## src/rtl/mem_arb_pkg.sv

```systemverilog
// Shared types for the unified memory port arbiter: FSM states, grant owner
// encoding and the width of the fetch-starvation counter.
package mem_arb_pkg;

  typedef enum logic [2:0] {
    IDLE,
    GRANT_IF,
    GRANT_DM,
    RESP_IF,
    RESP_DM
  } arb_state_t;

  typedef enum logic {
    OWN_IF = 1'b0,
    OWN_DM = 1'b1
  } owner_t;

  localparam int STARVE_CNT_W = 4;

endpackage

```

## src/rtl/mem_arb_starve_ctr.sv

```systemverilog
// Saturating count of consecutive data grants taken while a fetch waits;
// sat tells the arbiter that the next grant must go to fetch.
module mem_arb_starve_ctr
  import mem_arb_pkg::*;
#(
  parameter int MAX = 4
) (
  input  logic clk,
  input  logic rst,
  input  logic inc,
  input  logic clr,
  output logic sat
);

  logic [STARVE_CNT_W-1:0] cnt;

  assign sat = (cnt == STARVE_CNT_W'(MAX));

  always_ff @(posedge clk or posedge rst) begin
    if (rst) begin
      cnt <= '0;
    end else if (clr) begin
      cnt <= '0;
    end else if (inc && !sat) begin
      cnt <= cnt + 1'b1;
    end
  end

endmodule

```

## src/rtl/mem_port_arbiter.sv

```systemverilog
// Shares one single-ported memory between instruction fetch and data access,
// sequencing each access over the req/ack backend and stalling the owning stage.
module mem_port_arbiter
  import mem_arb_pkg::*;
#(
  parameter int ADDR_W     = 32,
  parameter int DATA_W     = 32,
  parameter int STARVE_MAX = 4
) (
  input  logic              clk,
  input  logic              rst,
  input  logic              if_req,
  input  logic [ADDR_W-1:0] if_addr,
  output logic [DATA_W-1:0] if_rdata,
  output logic              if_ready,
  input  logic              dm_req,
  input  logic              dm_we,
  input  logic [ADDR_W-1:0] dm_addr,
  input  logic [DATA_W-1:0] dm_wdata,
  output logic [DATA_W-1:0] dm_rdata,
  output logic              dm_ready,
  output logic              mem_req,
  output logic              mem_we,
  output logic [ADDR_W-1:0] mem_addr,
  output logic [DATA_W-1:0] mem_wdata,
  input  logic [DATA_W-1:0] mem_rdata,
  input  logic              mem_ack,
  output logic              stall_if,
  output logic              stall_mem
);

  arb_state_t state;
  arb_state_t state_nxt;
  owner_t     next_owner;
  logic       starve_sat;
  logic       grant_dm_entry;
  logic       grant_if_entry;

  // Data normally wins a collision; a saturated counter hands the slot to fetch.
  always_comb begin
    next_owner = OWN_IF;
    if (dm_req && (!if_req || !starve_sat)) begin
      next_owner = OWN_DM;
    end
  end

  assign grant_dm_entry = (state == IDLE) && dm_req && (next_owner == OWN_DM);
  assign grant_if_entry = (state == IDLE) && if_req && (next_owner == OWN_IF);

  mem_arb_starve_ctr #(
    .MAX(STARVE_MAX)
  ) u_starve_ctr (
    .clk(clk),
    .rst(rst),
    .inc(grant_dm_entry && if_req),
    .clr(grant_if_entry || !if_req),
    .sat(starve_sat)
  );

  always_ff @(posedge clk or posedge rst) begin
    if (rst) begin
      state <= IDLE;
    end else begin
      state <= state_nxt;
    end
  end

  always_comb begin
    state_nxt = state;
    case (state)
      IDLE: begin
        if (grant_dm_entry) begin
          state_nxt = GRANT_DM;
        end else if (grant_if_entry) begin
          state_nxt = GRANT_IF;
        end
      end
      GRANT_IF: if (mem_ack) state_nxt = RESP_IF;
      GRANT_DM: if (mem_ack) state_nxt = RESP_DM;
      RESP_IF:  state_nxt = IDLE;
      RESP_DM:  state_nxt = IDLE;
      default:  state_nxt = IDLE;
    endcase
  end

  // A dropped request (flush) suppresses the ready pulse for its own access.
  always_comb begin
    if_ready  = (state == RESP_IF) && if_req;
    dm_ready  = (state == RESP_DM) && dm_req;
    stall_if  = if_req && !if_ready;
    stall_mem = dm_req && !dm_ready;
  end

  // Backend side is fully registered; read data is kept only for a live read.
  always_ff @(posedge clk or posedge rst) begin
    if (rst) begin
      mem_req   <= 1'b0;
      mem_we    <= 1'b0;
      mem_addr  <= '0;
      mem_wdata <= '0;
      if_rdata  <= '0;
      dm_rdata  <= '0;
    end else begin
      case (state)
        IDLE: begin
          if (grant_dm_entry) begin
            mem_req   <= 1'b1;
            mem_we    <= dm_we;
            mem_addr  <= dm_addr;
            mem_wdata <= dm_wdata;
          end else if (grant_if_entry) begin
            mem_req  <= 1'b1;
            mem_we   <= 1'b0;
            mem_addr <= if_addr;
          end
        end
        GRANT_IF: begin
          if (mem_ack) begin
            mem_req <= 1'b0;
            mem_we  <= 1'b0;
            if (if_req) begin
              if_rdata <= mem_rdata;
            end
          end
        end
        GRANT_DM: begin
          if (mem_ack) begin
            mem_req <= 1'b0;
            mem_we  <= 1'b0;
            if (dm_req && !mem_we) begin
              dm_rdata <= mem_rdata;
            end
          end
        end
        default: begin
        end
      endcase
    end
  end

endmodule

```

## config.mk

```make
export PLATFORM = sky130hd
export DESIGN_NAME = mem_port_arbiter
export DESIGN_NICKNAME = d
export VERILOG_FILES = /design/src/rtl/mem_arb_pkg.sv /design/src/rtl/mem_arb_starve_ctr.sv /design/src/rtl/mem_port_arbiter.sv
export SDC_FILE = /design/constraint.sdc
export NUM_CORES = 1
export LEC_CHECK = 0
export ABC_AREA = 1
export CAP_MARGIN = 0
export CORE_ASPECT_RATIO = 0.9
export CORE_MARGIN = 2
export CORE_UTILIZATION = 44
export DETAILED_ROUTE_END_ITERATION = 8
export PLACE_DENSITY = 0.87
export SYNTH_ARGS = -nofsm -noshare
export SYNTH_HDL_FRONTEND = slang
export SYNTH_SLANG_ARGS = --single-unit
```

## constraint.sdc

```tcl
create_clock -name clk -period 6.9 [get_ports clk]
set_input_delay 0.69 -clock clk [delete_from_list [all_inputs] [get_ports clk]]
set_output_delay 0.69 -clock clk [all_outputs]
set_load 0.005 [all_outputs]
```

Word level (Yosys, flattened, before mapping)
Cells that the tools add are included.

Register bits after elaboration: 137. Bits in latches: 0. Memory bits (writable): 0. ROM bits: 0. Input bits: 134. Memories: 0.

$add $sub $neg: 1. Multiply operators: 0. Divide/modulo/power cells: 0. Magnitude comparators: 0. Equality and inequality tests: 9. Shift-type cells: 0. Mux-type cells: 17. Bitwise gates (word level): 1. Reduce and logical (&&, ||, !) cells: 30.

Operators by type and width (count): two-way mux 32 bit (2); logical AND 1 bit (12); two-way mux 3 bit (4); AND reduction 3 bit (4); case mux 3 bit (3 select lines) (1); two-way mux 4 bit (2); equality test 3 x 2 -> 1 bit, second input constant (2); two-way mux 1 bit (6); nonzero test 2 bit (3); zero test 1 bit (5); adder 4 x 1 -> 4 bit, second input constant (1); equality test 4 x 3 -> 1 bit, second input constant (1); inequality test 2 bit, second input constant (2); case mux 1 bit (2 select lines) (2); AND reduction 2 bit (2); equality test 3 x 1 -> 1 bit, second input constant (1); equality test 3 bit, second input constant (1); zero test 3 bit (1); inequality test 3 bit, second input constant (1); logical OR 1 bit (2); inequality test 2 x 1 -> 1 bit, second input constant (1); OR reduction 2 bit (1); inverter 1 bit (1).

Logic depth before layout (Yosys ltp)
Gate-level depths: netlist of the first run.

Depth in word-level cells: 10. Mapped depth: 9.

By module
A second synthesis of the first run with hierarchy kept.

Cell total of the unflattened synthesis: 730. Area total of the unflattened synthesis: 6077.1 um^2.

Modules (own cells, without submodules): mem_port_arbiter (times used 1, cells an instance 697, area each 5820.6 um^2); mem_arb_starve_ctr (times used 1, cells an instance 33, area each 256.5 um^2).

Least setup slack after synthesis of the first run
No wires, ideal clock.

Path kind: input -> output. From: in dm_req. To: out dm_ready. Arrival: 0.997 ns. Required time: 6.210 ns. Path slack: 5.213 ns. Cell stages on the path: 2. Cell sequence: inv_1 -> nor4_1.

Word-level cells in the longest chain between the ends: 1.

Ends and longest elaborated chain: start, declared (line mem_port_arbiter.sv:16) `input logic dm_req,`; logical AND 1 bit (line mem_port_arbiter.sv:89) `dm_ready = (state == RESP_DM) && dm_req;`; end, declared (line mem_port_arbiter.sv:21) `output logic dm_ready,`.

Every way passes these cells.

Worst setup path after layout of the first run
From: in if_req. To: out if_ready.

Word-level cells in the longest chain between the ends: 1.

Ends and longest elaborated chain: start, declared (line mem_port_arbiter.sv:12) `input logic if_req,`; logical AND 1 bit (line mem_port_arbiter.sv:88) `if_ready = (state == RESP_IF) && if_req;`; end, declared (line mem_port_arbiter.sv:15) `output logic if_ready,`.

Every way passes these cells.

==> results of run 1 <==
==> registers in the layout, summed over array words and instances (netlist names) <==
name and cells:
mem_addr 32, mem_req 1, mem_wdata 32, state 3, mem_we 1, u_starve_ctr.cnt 4, if_rdata 32, dm_rdata 32
==> logic make-up after synthesis <==
kind of cell / share of synthesized area, %
flops: 61.3
buf+inv: 6.87
fa+ha+maj: 0.447
compound gates: 6.24
simple gates: 25.0
xor+xnor: 0.157
==> stage by stage <==
stage | worst slack, ns | hold WS [ns] | area (µm²)
2_1_floorplan | 2.54 | 0.465 | 5590
3_3_place_gp | 3.75 | 0.456 | 8310
3_5_place_dp | 3.65 | 0.466 | 8310
4_1_cts | 3.91 | 0.482 | 8910
5_1_grt | 3.83 | 0.490 | 8910
6_report | 3.89 | 0.481 | 8910
==> per-layer routing <==
layer / routed length [µm] / track usage (%)
met1: 6630 / 30.7
met2: 8040 / 38.8
met3: 903 / 7.10
met4: 353 / 8.58
met5: 0 / 0
==> area by class of cell <==
class	instances	area, µm²
flip-flops and latches	137	3430
well taps	164	205
clock inverters	13	145
fillers	936	3630
repair buffers	270	2700
multi-input cells	410	1780
clock buffers	19	453
inverters	51	196
==> worst min path at each step <==
stage / start / to / slack (ns) / depth (start not counted)
2_1_floorplan: mem_req / mem_req / 0.46 / 2
3_3_place_gp: mem_req / mem_req / 0.46 / 2
3_5_place_dp: mem_wdata[12] / mem_wdata[12] / 0.47 / 2
4_1_cts: mem_wdata[12] / mem_wdata[12] / 0.48 / 2
5_1_grt: mem_wdata[24] / mem_wdata[24] / 0.49 / 2
6_report: mem_wdata[3] / mem_wdata[3] / 0.48 / 2
==> tightest hold or removal path, stage by stage (launching register included) <==
cell     delay, ns
dfrtp_1       0.34
nand2_1       0.05
nand2_1       0.06
==> cells in the mapped netlist (3+ instances only) <==
cell / number / share of area, %
buf_6: 4 / 0.81
buf_2: 10 / 0.89
inv_1: 44 / 3.0
buf_4: 7 / 0.94
nand3_1: 71 / 6.4
dfrtp_1: 137 / 61
clkbuf_1: 6 / 0.40
clkbuf_2: 3 / 0.27
a31oi_1: 3 / 0.34
nand2_1: 254 / 17
o21ai_0: 59 / 5.3
nand4_1: 5 / 0.56
o21ai_1: 6 / 0.54
inv_2: 7 / 0.47
==> layout by cell type, fill, tap and decap left out, types with 2 or more instances in the layout <==
cell type	n
clkdlybuf4s50_1	267
nand2_1	253
dfrtp_1	137
nand3_1	71
o21ai_0	59
inv_1	43
clkbuf_16	17
inv_2	7
o21ai_1	6
nand4_1	5
clkinv_4	4
a31oi_1	3
inv_6	3
clkinvlp_4	3
buf_4	3
nand3_2	2
nor4_1	2
ha_1	2
bufinv_16	2
clkbuf_8	2
clkinv_2	2
==> report_power, final <==
group          switching [W]  total [W]  internal [W]
sequential          0.000222    0.00141       0.00119
combinational       0.000690    0.00161      0.000919
clock               0.000354   0.000907      0.000554
total                0.00126    0.00393       0.00267
==> impl_metrics.py, run 1 <==
metrics = {
    "route": {
        "dr.pass1.iters": 4,
        "viasPerCell": 4.91,
        "drc": 0,
        "wl_per_cell_um": 15.0,
        "vias": 5222,
        "wirelength_um": 15900,
        "ant_nets": 0,
        "dr.first_iter.drc_count": 304,
    },
    "floorplan": {
        "fp.dieH_um": 111,
        "start_util_pct": 44.6,
        "die_w_um": 123,
        "dieArea_um2": 13600,
        "rows": 39,
        "pin_count": 268,
        "core_area_um2": 12500,
    },
    "grt": {
        "overflow": 0,
        "grt_antenna_before_repair": 0,
        "gr-usage-all-layers_pct": 24.1,
        "grt_start_max_net_pins": 94,
        "grt_pass1_vias": 5019,
        "grt_pass1_wl_um": 25400,
    },
    "logic_synthesis": {
        "syn_nets": 766,
        "yosysWarnings": 0,
        "synth_area_um2": 5590,
        "ys_seq_area_share_pct": 61.3,
        "async_flop_share_pct": 100,
        "syn_inst": 630,
        "syn_area_per_cell_um2": 8.88,
        "ys_ff_latch": 137,
        "synth_ff_type": "dfrtp_1",
        "synth-edff-count": 0,
        "synth.distinct_cells": 24,
    },
    "timing": {
        "finClkSkew_ns": 0.00723,
        "hold_violations": 0,
        "rsz0062_at_grt": "no",
        "clock.fmax_ghz": 0.333,
        "slew_viol_final": 0,
        "fin_crit_sh_pct": 43.6,
        "fin_crit_ns": 3.01,
        "final.setup.tns_ns": 0,
        "slew_headroom_pct": 27.5,
        "tightest_slew_ns": 1.09,
        "setup_viol": 0,
    },
    "min_path": {
        "hp-class": "reg -> reg",
    },
    "cts": {
        "cts-resized-gates": 0,
        "clock_latency_ns": 0.42,
        "cts-buffers-inserted": 17,
        "hold_buffers": 0,
        "cts_tree": "built",
        "root_buffer": "clkbuf_16",
        "clk_path_buf_depth": 2,
        "postCtsSetupBuffers": 0,
        "cts.sinks": 137,
        "cts.clk_slew.worst_paths_ns": 0.06,
        "htree_num_levels": 4,
    },
    "place": {
        "dp_hpwl_um": 10800,
        "place_inst": 1032,
        "place_congestion": 0.815,
        "portBuffers": 267,
    },
    "finish": {
        "layout-drive-gt1-share_pct": 5.33,
        "nets": 1023,
        "diodes": 0,
        "final_cells": 1064,
        "final_core_util_pct": 71.0,
        "layout-area-overhead-vs-synth_pct": 59.2,
    },
    "setup_path": {
        "crit_arrival_ns": 2.32,
        "crit_path_start": "if_req",
        "required_ns": 6.21,
        "reg2regPathDepth": 8,
        "regToRegEndpoint": "mem_addr[25]",
        "critPathLaunchType": "input port",
        "cp_top_family": "buffers and inverters",
        "path_common_cell": "clkdlybuf4s50_1",
        "cp_num_buf_inv": 3,
        "worstSetupEndpointType": "output port",
        "path_depth": 4,
        "cpPeakStageDelay_ns": 0.63,
        "path_cells": "clkdlybuf4s50_1 -> inv_2 -> nor4_1 -> clkdlybuf4s50_1",
        "r2r-start": "u_starve_ctr.cnt[0]",
        "worstSetupPathType": "in -> out",
        "critical_path.max_fanout": 6,
        "slowest_stage": "clkdlybuf4s50_1",
        "r2r_slack_ns": 4.34,
        "worstSetupEndpoint": "if_ready",
    },
    "power_and_ir_drop": {
        "peakVddDrop_v": 0.000270,
        "p_leak_nw": 4.25,
        "power.total_w": 0.00393,
        "powerDensity_nw_per_um2": 441,
    },
    "flow_run": {
        "maxCapViolations": 0,
    },
    "outcome": {
        "status": "completed",
    },
}
No activity file was read; power rests on OpenSTA's default activity.
==> run 2, diff against run 1 <==
Settings changed: CORE_UTILIZATION 44 to 37, PLACE_DENSITY 0.87 to 0.78.
Clock period 6.9 ns to 2.5 ns, I/O delays scaled along.
==> impl_metrics.py, run 2 (synthesized netlist as in run 1, its figures left out) <==
metrics = {
    "route": {
        "drc": 0,
        "wirelength_um": 16700,
        "ant_nets": 0,
        "viasPerCell": 4.62,
        "dr.pass1.iters": 5,
        "dr.first_iter.drc_count": 333,
        "wl_per_cell_um": 15.1,
        "vias": 5098,
    },
    "finish": {
        "final_cells": 1104,
        "nets": 1029,
        "layout-area-overhead-vs-synth_pct": 63.1,
        "final_cell_mix": "clkdlybuf4s50_1, nand2_1, dfrtp_1",
        "diodes": 0,
        "final_core_util_pct": 61.8,
        "layout-drive-gt1-share_pct": 5.85,
        "layout_commonest_cell": "clkdlybuf4s50_1",
    },
    "place": {
        "portBuffers": 267,
        "dp_hpwl_um": 11500,
        "place_inst": 1072,
        "place_congestion": 0.857,
    },
    "cts": {
        "clk_path_buf_depth": 2,
        "cts-buffers-inserted": 17,
        "cts.clk_slew.worst_paths_ns": 0.06,
        "hold_buffers": 0,
        "htree_num_levels": 4,
        "clock_latency_ns": 0.41,
        "root_buffer": "clkbuf_16",
        "cts_tree": "built",
        "cts-resized-gates": 0,
        "postCtsSetupBuffers": 0,
        "cts.sinks": 137,
    },
    "setup_path": {
        "cpPeakStageDelay_ns": 0.55,
        "worstSetupEndpointType": "output port",
        "crit_path_start": "state[1]",
        "regToRegEndpoint": "if_rdata[8]",
        "slowest_stage": "clkdlybuf4s50_1",
        "crit_arrival_ns": 1.82,
        "r2r-start": "state[1]",
        "required_ns": 2.25,
        "worstSetupPathType": "reg -> out",
        "critical_path.max_fanout": 5,
        "critPathLaunchType": "register",
        "cp_num_buf_inv": 2,
        "r2r_slack_ns": 0.71,
        "cp_top_family": "buffers and inverters",
        "path_cells": "inv_1 -> nor4_1 -> clkdlybuf4s50_1",
        "reg2regPathDepth": 7,
    },
    "floorplan": {
        "dieArea_um2": 16100,
        "core_area_um2": 14800,
        "die_w_um": 134,
        "rows": 42,
        "pin_count": 268,
        "start_util_pct": 37.9,
        "fp.dieH_um": 121,
    },
    "timing": {
        "rsz0062_at_grt": "no",
        "fin_crit_sh_pct": 82.8,
        "final.setup.tns_ns": 0,
        "tightest_slew_ns": 0.570,
        "slew_viol_final": 0,
        "hold_violations": 0,
        "slew_headroom_pct": 62.0,
        "finClkSkew_ns": 0.00758,
        "clock.fmax_ghz": 0.483,
        "whs_ns": 0.319,
        "setup_viol": 0,
        "fin_crit_ns": 2.07,
    },
    "power_and_ir_drop": {
        "p_leak_nw": 4.33,
        "peakVddDrop_v": 0.000823,
        "powerDensity_nw_per_um2": 1230,
        "power.total_w": 0.0112,
    },
    "grt": {
        "gr-usage-all-layers_pct": 21.3,
        "grt_start_max_net_pins": 71,
        "grt_pass1_wl_um": 26600,
        "grt_pass1_vias": 5129,
        "grt_antenna_before_repair": 0,
        "overflow": 0,
    },
    "min_path": {
        "hp-class": "in -> async",
    },
    "outcome": {
        "status": "completed",
    },
    "flow_run": {
        "maxCapViolations": 0,
    },
}
run 2: worst reg2reg max path, cell delays in order, from the launching register on:
cell,delay (ns)
dfrtp_1,0.44
nor2_2,0.15
nand2_1,0.12
inv_2,0.09
nand3_2,0.39
buf_12,0.35
nand2_1,0.06
o21ai_0,0.08
run 2: area by class of cell:
| cell class | instances | area (µm²) |
|---|---|---|
| clock buffers | 21 | 470 |
| clock inverters | 11 | 193 |
| fillers | 1242 | 5650 |
| inverters | 51 | 195 |
| multi-input cells | 410 | 1780 |
| flip-flops and latches | 137 | 3430 |
| well taps | 198 | 248 |
| repair buffers | 276 | 2800 |
run 2: worst max-delay path by stage:
| stage | depth (start not counted) | end | slack (ns) |
|---|---|---|---|
| floorplan | 1 | dm_rdata[0] | 0.54 |
| global placement | 4 | if_ready | 0.52 |
| detailed placement | 4 | if_ready | 0.47 |
| CTS | 3 | if_ready | 0.43 |
| global route | 3 | if_ready | 0.26 |
| finish | 3 | if_ready | 0.43 |
run 2: report_power, final:
part | total [W] | internal [W] | switching (W)
Clock | 0.00281 | 0.00185 | 0.000957
Sequential | 0.00390 | 0.00329 | 0.000613
Combinational | 0.00452 | 0.00260 | 0.00193
run 2: layer usage:
metal	vias to the layer above	GRT usage, %	share of wire (%)
met2	173	34.1	49
met4	0	10.7	3.2
met5	-	0	0
met1	2367	26.9	42
met3	40	5.16	5.6
li1	2518	-	-
run 2: per-stage QoR:
stage               worst slack (ns)  cell area (µm²)
finish                         0.430             9120
global route                   0.262             9120
CTS                            0.428             9120
detailed placement             0.473             8460
global placement               0.523             8460
floorplan                      0.543             5600
==> run 3, diff against run 2 <==
Settings changed: CORE_UTILIZATION 37 to 41, PLACE_DENSITY 0.78 to 0.82.
Clock period 2.5 ns to 2.09 ns, I/O delays scaled along.
==> impl_metrics.py, run 3 (synthesized netlist as in run 1, its figures left out) <==
metrics = {
    "outcome": {
        "status": "completed",
    },
    "finish": {
        "final_cells": 1074,
        "final_cell_mix": "clkdlybuf4s50_1, nand2_1, dfrtp_1",
        "diodes": 0,
        "nFillCells": 1046,
        "nets": 1029,
        "layout-drive-gt1-share_pct": 5.96,
        "layout-area-overhead-vs-synth_pct": 62.1,
        "layout_commonest_cell": "clkdlybuf4s50_1",
    },
    "timing": {
        "fin_crit_sh_pct": 90.3,
        "setup_viol": 0,
        "hold_violations": 0,
        "fin_crit_ns": 1.89,
        "clock.fmax_ghz": 0.530,
        "slew_viol_final": 0,
        "final.setup.tns_ns": 0,
        "rsz0062_at_grt": "no",
        "slew_headroom_pct": 60.5,
        "tightest_slew_ns": 0.592,
        "finClkSkew_ns": 0.0103,
    },
    "cts": {
        "clock_latency_ns": 0.41,
        "hold_buffers": 0,
        "cts_tree": "built",
        "root_buffer": "clkbuf_16",
        "clk_path_buf_depth": 2,
        "htree_num_levels": 4,
        "cts.sinks": 137,
        "cts-buffers-inserted": 17,
        "cts.clk_slew.worst_paths_ns": 0.06,
    },
    "grt": {
        "grt_antenna_before_repair": 0,
        "grt_pass1_vias": 5112,
        "grt_start_max_net_pins": 113,
        "gr-usage-all-layers_pct": 23.3,
        "overflow": 0,
        "grt_pass1_wl_um": 26600,
    },
    "route": {
        "ant_nets": 0,
        "vias": 5229,
        "dr.first_iter.drc_count": 374,
        "dr.pass1.iters": 4,
        "viasPerCell": 4.87,
        "wl_per_cell_um": 15.5,
        "wirelength_um": 16700,
        "drc": 0,
    },
    "place": {
        "dp_hpwl_um": 11500,
        "place_congestion": 0.808,
        "place_inst": 1042,
        "portBuffers": 267,
    },
    "floorplan": {
        "start_util_pct": 41.9,
        "die_w_um": 127,
        "dieArea_um2": 14600,
        "core_area_um2": 13400,
        "pin_count": 268,
        "rows": 40,
        "fp.dieH_um": 115,
    },
    "power_and_ir_drop": {
        "powerDensity_nw_per_um2": 1460,
        "peakVddDrop_v": 0.000893,
        "p_leak_nw": 4.33,
    },
    "setup_path": {
        "critical_path.max_fanout": 5,
        "critPathLaunchType": "register",
        "worstSetupEndpointType": "output port",
        "required_ns": 1.88,
        "crit_arrival_ns": 1.68,
        "worstSetupPathType": "reg -> out",
    },
    "flow_run": {
        "maxCapViolations": 0,
    },
    "min_path": {
        "hp-class": "in -> async",
    },
}
run 3: where the power goes:
| part | leakage [nW] | internal, W | total, W | switching (W) |
|---|---|---|---|---|
| clock | 0.297 | 0.00200 | 0.00317 | 0.00116 |
| combinational | 2.32 | 0.00312 | 0.00545 | 0.00232 |
| sequential | 1.72 | 0.00394 | 0.00467 | 0.000731 |
run 3: area by class of cell:
cell class	instances	area (µm²)	area share, %
clock inverters	14	196	2.17
clock buffers	18	429	4.73
inverters	51	195	2.15
well taps	168	210	2.32
repair buffers	276	2820	31.1
multi-input cells	410	1790	19.7
flip-flops and latches	137	3430	37.8
run 3: per-stage QoR:
stage / util, % / hold slack, ns / setup slack, ns / power, W / area, µm²
3_3_place_gp: 63.1 / 0.457 / 0.205 / 0.00997 / 8430
4_1_cts: 67.8 / 0.260 / 0.0622 / 0.0134 / 9060
5_1_grt: 67.9 / 0.286 / 0.0678 / 0.0142 / 9070
6_report: 67.9 / 0.263 / 0.202 / 0.0133 / 9070
3_5_place_dp: 63.1 / 0.464 / 0.124 / 0.0101 / 8430
2_1_floorplan: - / 0.319 / 0.174 / 0.00675 / 5600
run 3: what timing repair did:
| item | 4_1_cts | 5_1_grt |
|---|---|---|
| setup buffers | 0 | 0 |
| endpoints found under the setup margin | 0 | 1 |
| gates resized for setup | 0 | 2 |
run 3: critical path: stages, from the launching register on:
cell             delay, ns
dfrtp_1               0.42
inv_1                 0.11
nor4_1                0.19
clkdlybuf4s50_1       0.55
run 3: final timing paths:
check,startpoint,to,slack (ns),cells after the start
min reg2reg,mem_wdata[30],mem_wdata[30],0.47,2
max reg2reg,u_starve_ctr.cnt[0],mem_addr[13],0.42,8
min,rst,if_rdata[7],0.26,3
max,state[2],dm_ready,0.20,3
min in group clk,dm_wdata[29],mem_wdata[29],0.33,3
max in group asynchronous,rst,mem_wdata[0],1.31,3
run 3: metal layers:
metal  vias up  track usage, %  share of wire (%)
met3        30            7.58                6.5
met4         0            9.38                2.6
li1       2519               -                  -
met5         -               0                  0
met1      2487            28.4                 41
met2       193            38.6                 50
